===== src/rtl/tetris_pkg.sv =====
// tetris_pkg: shared grid geometry, spawn location and piece-control FSM states
package tetris_pkg;
  localparam int ROWS = 22;
  localparam int COLS = 12;
  localparam int LOCK_DELAY = 2;
  localparam logic [4:0] SPAWN_ROW = 5'd1;
  localparam logic [3:0] SPAWN_COL = 4'd5;
  typedef enum logic [2:0] {IDLE, SPAWN, ACTIVE, LOCK_WAIT, LOCK, OVER} state_t;
endpackage


===== src/rtl/btn_edge.sv =====
// btn_edge: registers a raw button level and emits a one-cycle pulse on its rising edge
module btn_edge (
  input  logic clk,
  input  logic reset,
  input  logic btn,
  output logic pulse
);
  logic [1:0] hist;
  always_ff @(posedge clk)
    if (reset) hist <= '0;
    else hist <= {hist[0], btn};
  assign pulse = hist[0] & ~hist[1];
endmodule


===== src/rtl/piece_move_ctrl.sv =====
// piece_move_ctrl: falling-piece FSM, move arbitration and pointer register for a grid game
module piece_move_ctrl #(
  parameter int ROWS = tetris_pkg::ROWS,
  parameter int COLS = tetris_pkg::COLS,
  parameter int LOCK_DELAY = tetris_pkg::LOCK_DELAY
) (
  input  logic       clk,
  input  logic       reset,
  input  logic       start,
  input  logic       btn_left,
  input  logic       btn_right,
  input  logic       btn_down,
  input  logic       drop_tick,
  input  logic       free_left,
  input  logic       free_right,
  input  logic       free_below,
  input  logic       spawn_free,
  output logic [4:0] row_out,
  output logic [3:0] col_out,
  output logic       newgen,
  output logic       lock_we,
  output logic       game_over
);
  import tetris_pkg::*;
  localparam int CW = (LOCK_DELAY < 1) ? 1 : $clog2(LOCK_DELAY + 1);
  localparam logic [CW-1:0] LD = CW'(LOCK_DELAY);
  localparam logic [4:0] ROW_MAX = 5'(ROWS - 2);
  localparam logic [3:0] COL_MAX = 4'(COLS - 2);
  state_t state;
  logic [CW-1:0] lock_cnt, cnt_inc;
  logic lf_e, rt_e, dn_e;
  logic mv_en, take_drop, take_down, take_left, take_right;
  logic [4:0] row_nxt;
  logic [3:0] col_nxt;
  btn_edge u_left  (.clk(clk), .reset(reset), .btn(btn_left),  .pulse(lf_e));
  btn_edge u_right (.clk(clk), .reset(reset), .btn(btn_right), .pulse(rt_e));
  btn_edge u_down  (.clk(clk), .reset(reset), .btn(btn_down),  .pulse(dn_e));
  // one winner per cycle: drop > down > left > right, losers are dropped
  always_comb begin
    mv_en = (state == ACTIVE) || (state == LOCK_WAIT);
    take_drop = mv_en && drop_tick;
    take_down = mv_en && !drop_tick && dn_e;
    take_left = mv_en && !drop_tick && !dn_e && lf_e;
    take_right = mv_en && !drop_tick && !dn_e && !lf_e && rt_e;
    row_nxt = ((take_drop || take_down) && free_below && row_out < ROW_MAX) ? row_out + 5'd1 : row_out;
    col_nxt = (take_left && free_left && col_out > 4'd1) ? col_out - 4'd1 :
              (take_right && free_right && col_out < COL_MAX) ? col_out + 4'd1 : col_out;
    cnt_inc = (lock_cnt == LD) ? LD : lock_cnt + CW'(1);
  end
  always_ff @(posedge clk) begin
    if (reset) begin
      state <= IDLE;
      row_out <= SPAWN_ROW;
      col_out <= SPAWN_COL;
      newgen <= 1'b0;
      lock_we <= 1'b0;
      game_over <= 1'b0;
      lock_cnt <= '0;
    end else begin
      newgen <= 1'b0;
      lock_we <= 1'b0;
      row_out <= row_nxt;
      col_out <= col_nxt;
      case (state)
        IDLE: if (start) state <= SPAWN;
        SPAWN:
          if (spawn_free) begin
            state <= ACTIVE;
            newgen <= 1'b1;
            row_out <= SPAWN_ROW;
            col_out <= SPAWN_COL;
          end else begin
            state <= OVER;
            game_over <= 1'b1;
          end
        ACTIVE:
          if (drop_tick && !free_below) begin
            state <= LOCK_WAIT;
            lock_cnt <= '0;
          end
        LOCK_WAIT:
          if (free_below) state <= ACTIVE;
          else if (drop_tick) begin
            lock_cnt <= cnt_inc;
            if (cnt_inc == LD) state <= LOCK;
          end else if (dn_e) state <= LOCK;
        // lock_we fires on leaving LOCK so a reset during LOCK suppresses the write
        LOCK: begin
          lock_we <= 1'b1;
          state <= SPAWN;
        end
        OVER:
          if (start) begin
            state <= SPAWN;
            game_over <= 1'b0;
          end
        default: state <= IDLE;
      endcase
    end
  end
endmodule

===== config.mk =====
export PLATFORM = sky130hd
export DESIGN_NAME = piece_move_ctrl
export DESIGN_NICKNAME = d
export VERILOG_FILES = /design/src/rtl/tetris_pkg.sv /design/src/rtl/btn_edge.sv /design/src/rtl/piece_move_ctrl.sv
export SDC_FILE = /design/constraint.sdc
export NUM_CORES = 1
export LEC_CHECK = 0
export ABC_AREA = 1
export CAP_MARGIN = 30
export CORE_MARGIN = 2
export CORE_UTILIZATION = 51
export DETAILED_ROUTE_END_ITERATION = 10
export PLACE_DENSITY_LB_ADDON = 0.1
export SYNTH_ARGS = -nofsm -noshare
export SYNTH_HDL_FRONTEND = slang
export SYNTH_HIERARCHICAL = 1
export SYNTH_SLANG_ARGS = --single-unit

===== constraint.sdc =====
create_clock -name clk -period 1.8 [get_ports clk]
set_input_delay 0.36 -clock clk [delete_from_list [all_inputs] [get_ports clk]]
set_output_delay 0.36 -clock clk [all_outputs]
set_load 0.03 [all_outputs]

==> metrics.yaml <==
cts_hold_repair.buffers: 0
yosysUniqueCellTypes: 27
firstDrtPassIters: 4
grt_pass1_wl_mm: 4.25
r2r_start: "col_out[0]$_SDFF_PP1_"
clkLatencyLatePin_ns: 0.32
crit_buf_inv: 1
tightest_slew_ns: 0.498
p_sw_w: 0.000562
clockPowerShare_pct: 17.8
finalMaxSlewViolations: 0
core_area_um2: 2430
drcViolationCount: 0
ios: 23
cts_tree: "done"
critical-path-max-stage-delay_ns: 0.68
layout-drive-gt1-share_pct: 13.3
power_density_nw_per_um2: 894
cts.reportedPaths.clkPinSlew_ns: 0.14
post_cts_buffers: 0
leakagePower_nw: 0.725
dp_hpwl_mm: 2.06
cts_sinks: 23
routed_wl_mm: 2.59
rows: 18
drtIter0Drc: 17
r2r_setup_slack_ns: 0.29
htree_levels: 1
hold_viol_final: 0
pwr-share-seq_pct: 46.5
combPwrFrac_pct: 35.7
grt_util_all_layers_pct: 19.7
final_util_pct: 64.5
nets: 227
ir_worst_vdd_mv: 0.734
gp_congestion: 0.947
die_w_um: 54.4
syn_to_final_growth_pct: 21.1
die_h_um: 54.4
yosys.area.top_type: "dfxtp_1"
synth_area_um2: 1290
startpoint: "newgen$_SDFF_PP0_"
cp.arrival_ns: 1.35
crit_type: "reg2out"
dieArea_um2: 2960
crit_family: "buffers and inverters"
fill_cells: 234
cts_root_buf: "clkbuf_4"
cp-start-kind: "register"
min_path_type: "reg2reg"
worst-path-max-fanout: 1
clock_path_buffers: 2
crit_cells: 1
outcome: "complete, no violations"
grt_start_max_net_pins: 14
max_freq_ghz: 0.585
avgSynthCellArea_um2: 7.00
via_per_inst: 4.99
setup_tns_ns: 0
port_buffers: 22
ant_nets: 0
crit_path_end: "newgen"
required_ns: 1.44
rr_endpoint: "col_out[3]$_SDFF_PP0_"
numCtsBuffers: 3
synth_area_leaders: "dfxtp_1 (36%), nor2_1 (9.6%), nand2_1 (9.3%), inv_1 (7.2%), nand3_1 (5.4%)"
vias: 1197
rsz0062_at_grt: "false"
diodes: 0
intPower_w: 0.000839
seq_area_frac_synth_pct: 35.6
worst_slew_margin_rel_pct: 66.8
grt_pass1_vias: 1098
wl_per_cell_um: 10.8
swShare_pct: 40.1
reg2reg_depth: 8
crit_path_cell_trace: "clkdlybuf4s50_1"
cpMaxStageDelayCell: "clkdlybuf4s50_1"
start_util_pct: 53.2
cp-end-kind: "output pin"
antenna_found_initial: 0
drv_cap: 0
synth_cells: 185
synth_top_area_share_pct: 35.6
ys_seq_elements: 23
setup_viol: 0
skew_ns: 0.00739
synth-warning-count: 6
syn_nets: 201
fin_crit_sh_pct: 95.0
grt_overflow: 0
finalCriticalPeriod_ns: 1.71
-- how the worst min path moves through the flow --
stage          cells after the start  slack (ns)                    endpoint                        from
2_1_floorplan                      2        0.41   u_down/hist[1]$_SDFF_PP0_   u_down/hist[0]$_SDFF_PP0_
3_3_place_gp                       2        0.42   u_down/hist[1]$_SDFF_PP0_   u_down/hist[0]$_SDFF_PP0_
3_5_place_dp                       2        0.43  u_right/hist[1]$_SDFF_PP0_  u_right/hist[0]$_SDFF_PP0_
4_1_cts                            2        0.45  u_right/hist[1]$_SDFF_PP0_  u_right/hist[0]$_SDFF_PP0_
5_1_grt                            2        0.47  u_right/hist[1]$_SDFF_PP0_  u_right/hist[0]$_SDFF_PP0_
6_report                           2        0.45  u_right/hist[1]$_SDFF_PP0_  u_right/hist[0]$_SDFF_PP0_
-- cell usage after synthesis, drive strengths merged --
library cell and instances:
nor2 40, nand2 38, inv 30, dfxtp 23
nand3 16, o21ai 9, a21oi 7, nor3 6
ha 5, nand4 4, buf 3, xor2 2
or2 1, xnor2 1
-- final cells by class --
cell class	count	area, um2	area share [%]
Sequential cell	23	460	29.4
Inverter	30	120	7.66
Multi-Input combinational cell	129	687	43.8
Timing Repair Buffer	24	235	15.0
Tap cell	30	37.5	2.39
Clock inverter	1	5.00	0.319
Clock buffer	3	22.5	1.44
-- placed cells by master, fill, tap and decap left out, types with 5 or more instances in the layout --
master	count
ha_1	5
nand2_2	5
nand2_1	32
nand3_1	14
a21oi_1	7
nor3_1	5
inv_1	25
clkdlybuf4s50_1	13
dfxtp_1	23
dlygate4sd2_1	6
o21ai_1	5
nor2_1	33
-- per-stage QoR --
stage                     std cells  total power [W]  setup slack [ns]  area [um2]  hold WS, ns
after floorplan                 185          0.00104            0.0951        1290        0.410
after global placement          236          0.00115             0.108        1540        0.419
after detailed placement        236          0.00116            0.0663        1540        0.432
after CTS                       240          0.00141           0.00297        1560        0.452
after global routing            240          0.00149            0.0695        1570        0.468
final                           240          0.00140            0.0893        1570        0.448
-- sequential cells by signal, summed over array words and instances, names as in the netlist --
| register | flops |
|---|---|
| u_down/hist | 2 |
| u_right/hist | 2 |
| lock_we | 1 |
| row_out | 5 |
| lock_cnt | 2 |
| newgen | 1 |
| game_over | 1 |
| state | 3 |
| u_left/hist | 2 |
| col_out | 4 |
-- routing by layer --
| metal | GRT usage [%] | vias to the layer above | share of wire, % |
|---|---|---|---|
| met1 | 22.9 | 534 | 45 |
| met3 | 2.73 | 3 | 5.0 |
| met4 | 9.58 | 0 | 0.85 |
| met5 | 0 | - | 0 |
| met2 | 35.1 | 38 | 49 |
| li1 | - | 622 | - |
-- timing repair --
item | 4_1_cts | 5_1_grt
endpoints found under the setup margin | 6 | 6
gates resized for setup | 6 | 4
pin swaps | 0 | 0
cloned | 0 | 0
-- cell families (layout without fill, tap and decap cells) --
| kind of cell | count (synthesis) | after routing | synth area share, % |
|---|---|---|---|
| buffers and inverters | 33 | 58 | 11.4 |
| adder cells (fa/ha/maj) | 5 | 5 | 4.83 |
| AO/OA/AOI/OAI | 16 | 16 | 6.47 |
| XOR/XNOR | 3 | 3 | 2.03 |
| flip-flops | 23 | 23 | 35.6 |
| AND/OR/NAND/NOR | 105 | 105 | 39.7 |
-- power by group through the flow --
stage               clock [W]  sequential, W  combinational [W]
global placement            0       0.000660           0.000491
detailed placement          0       0.000664           0.000501
CTS                  0.000254       0.000652           0.000502
global route         0.000268       0.000660           0.000560
finish               0.000249       0.000651           0.000500
floorplan                   0       0.000659           0.000383
Note: power is estimated with default switching activity, not from simulation.
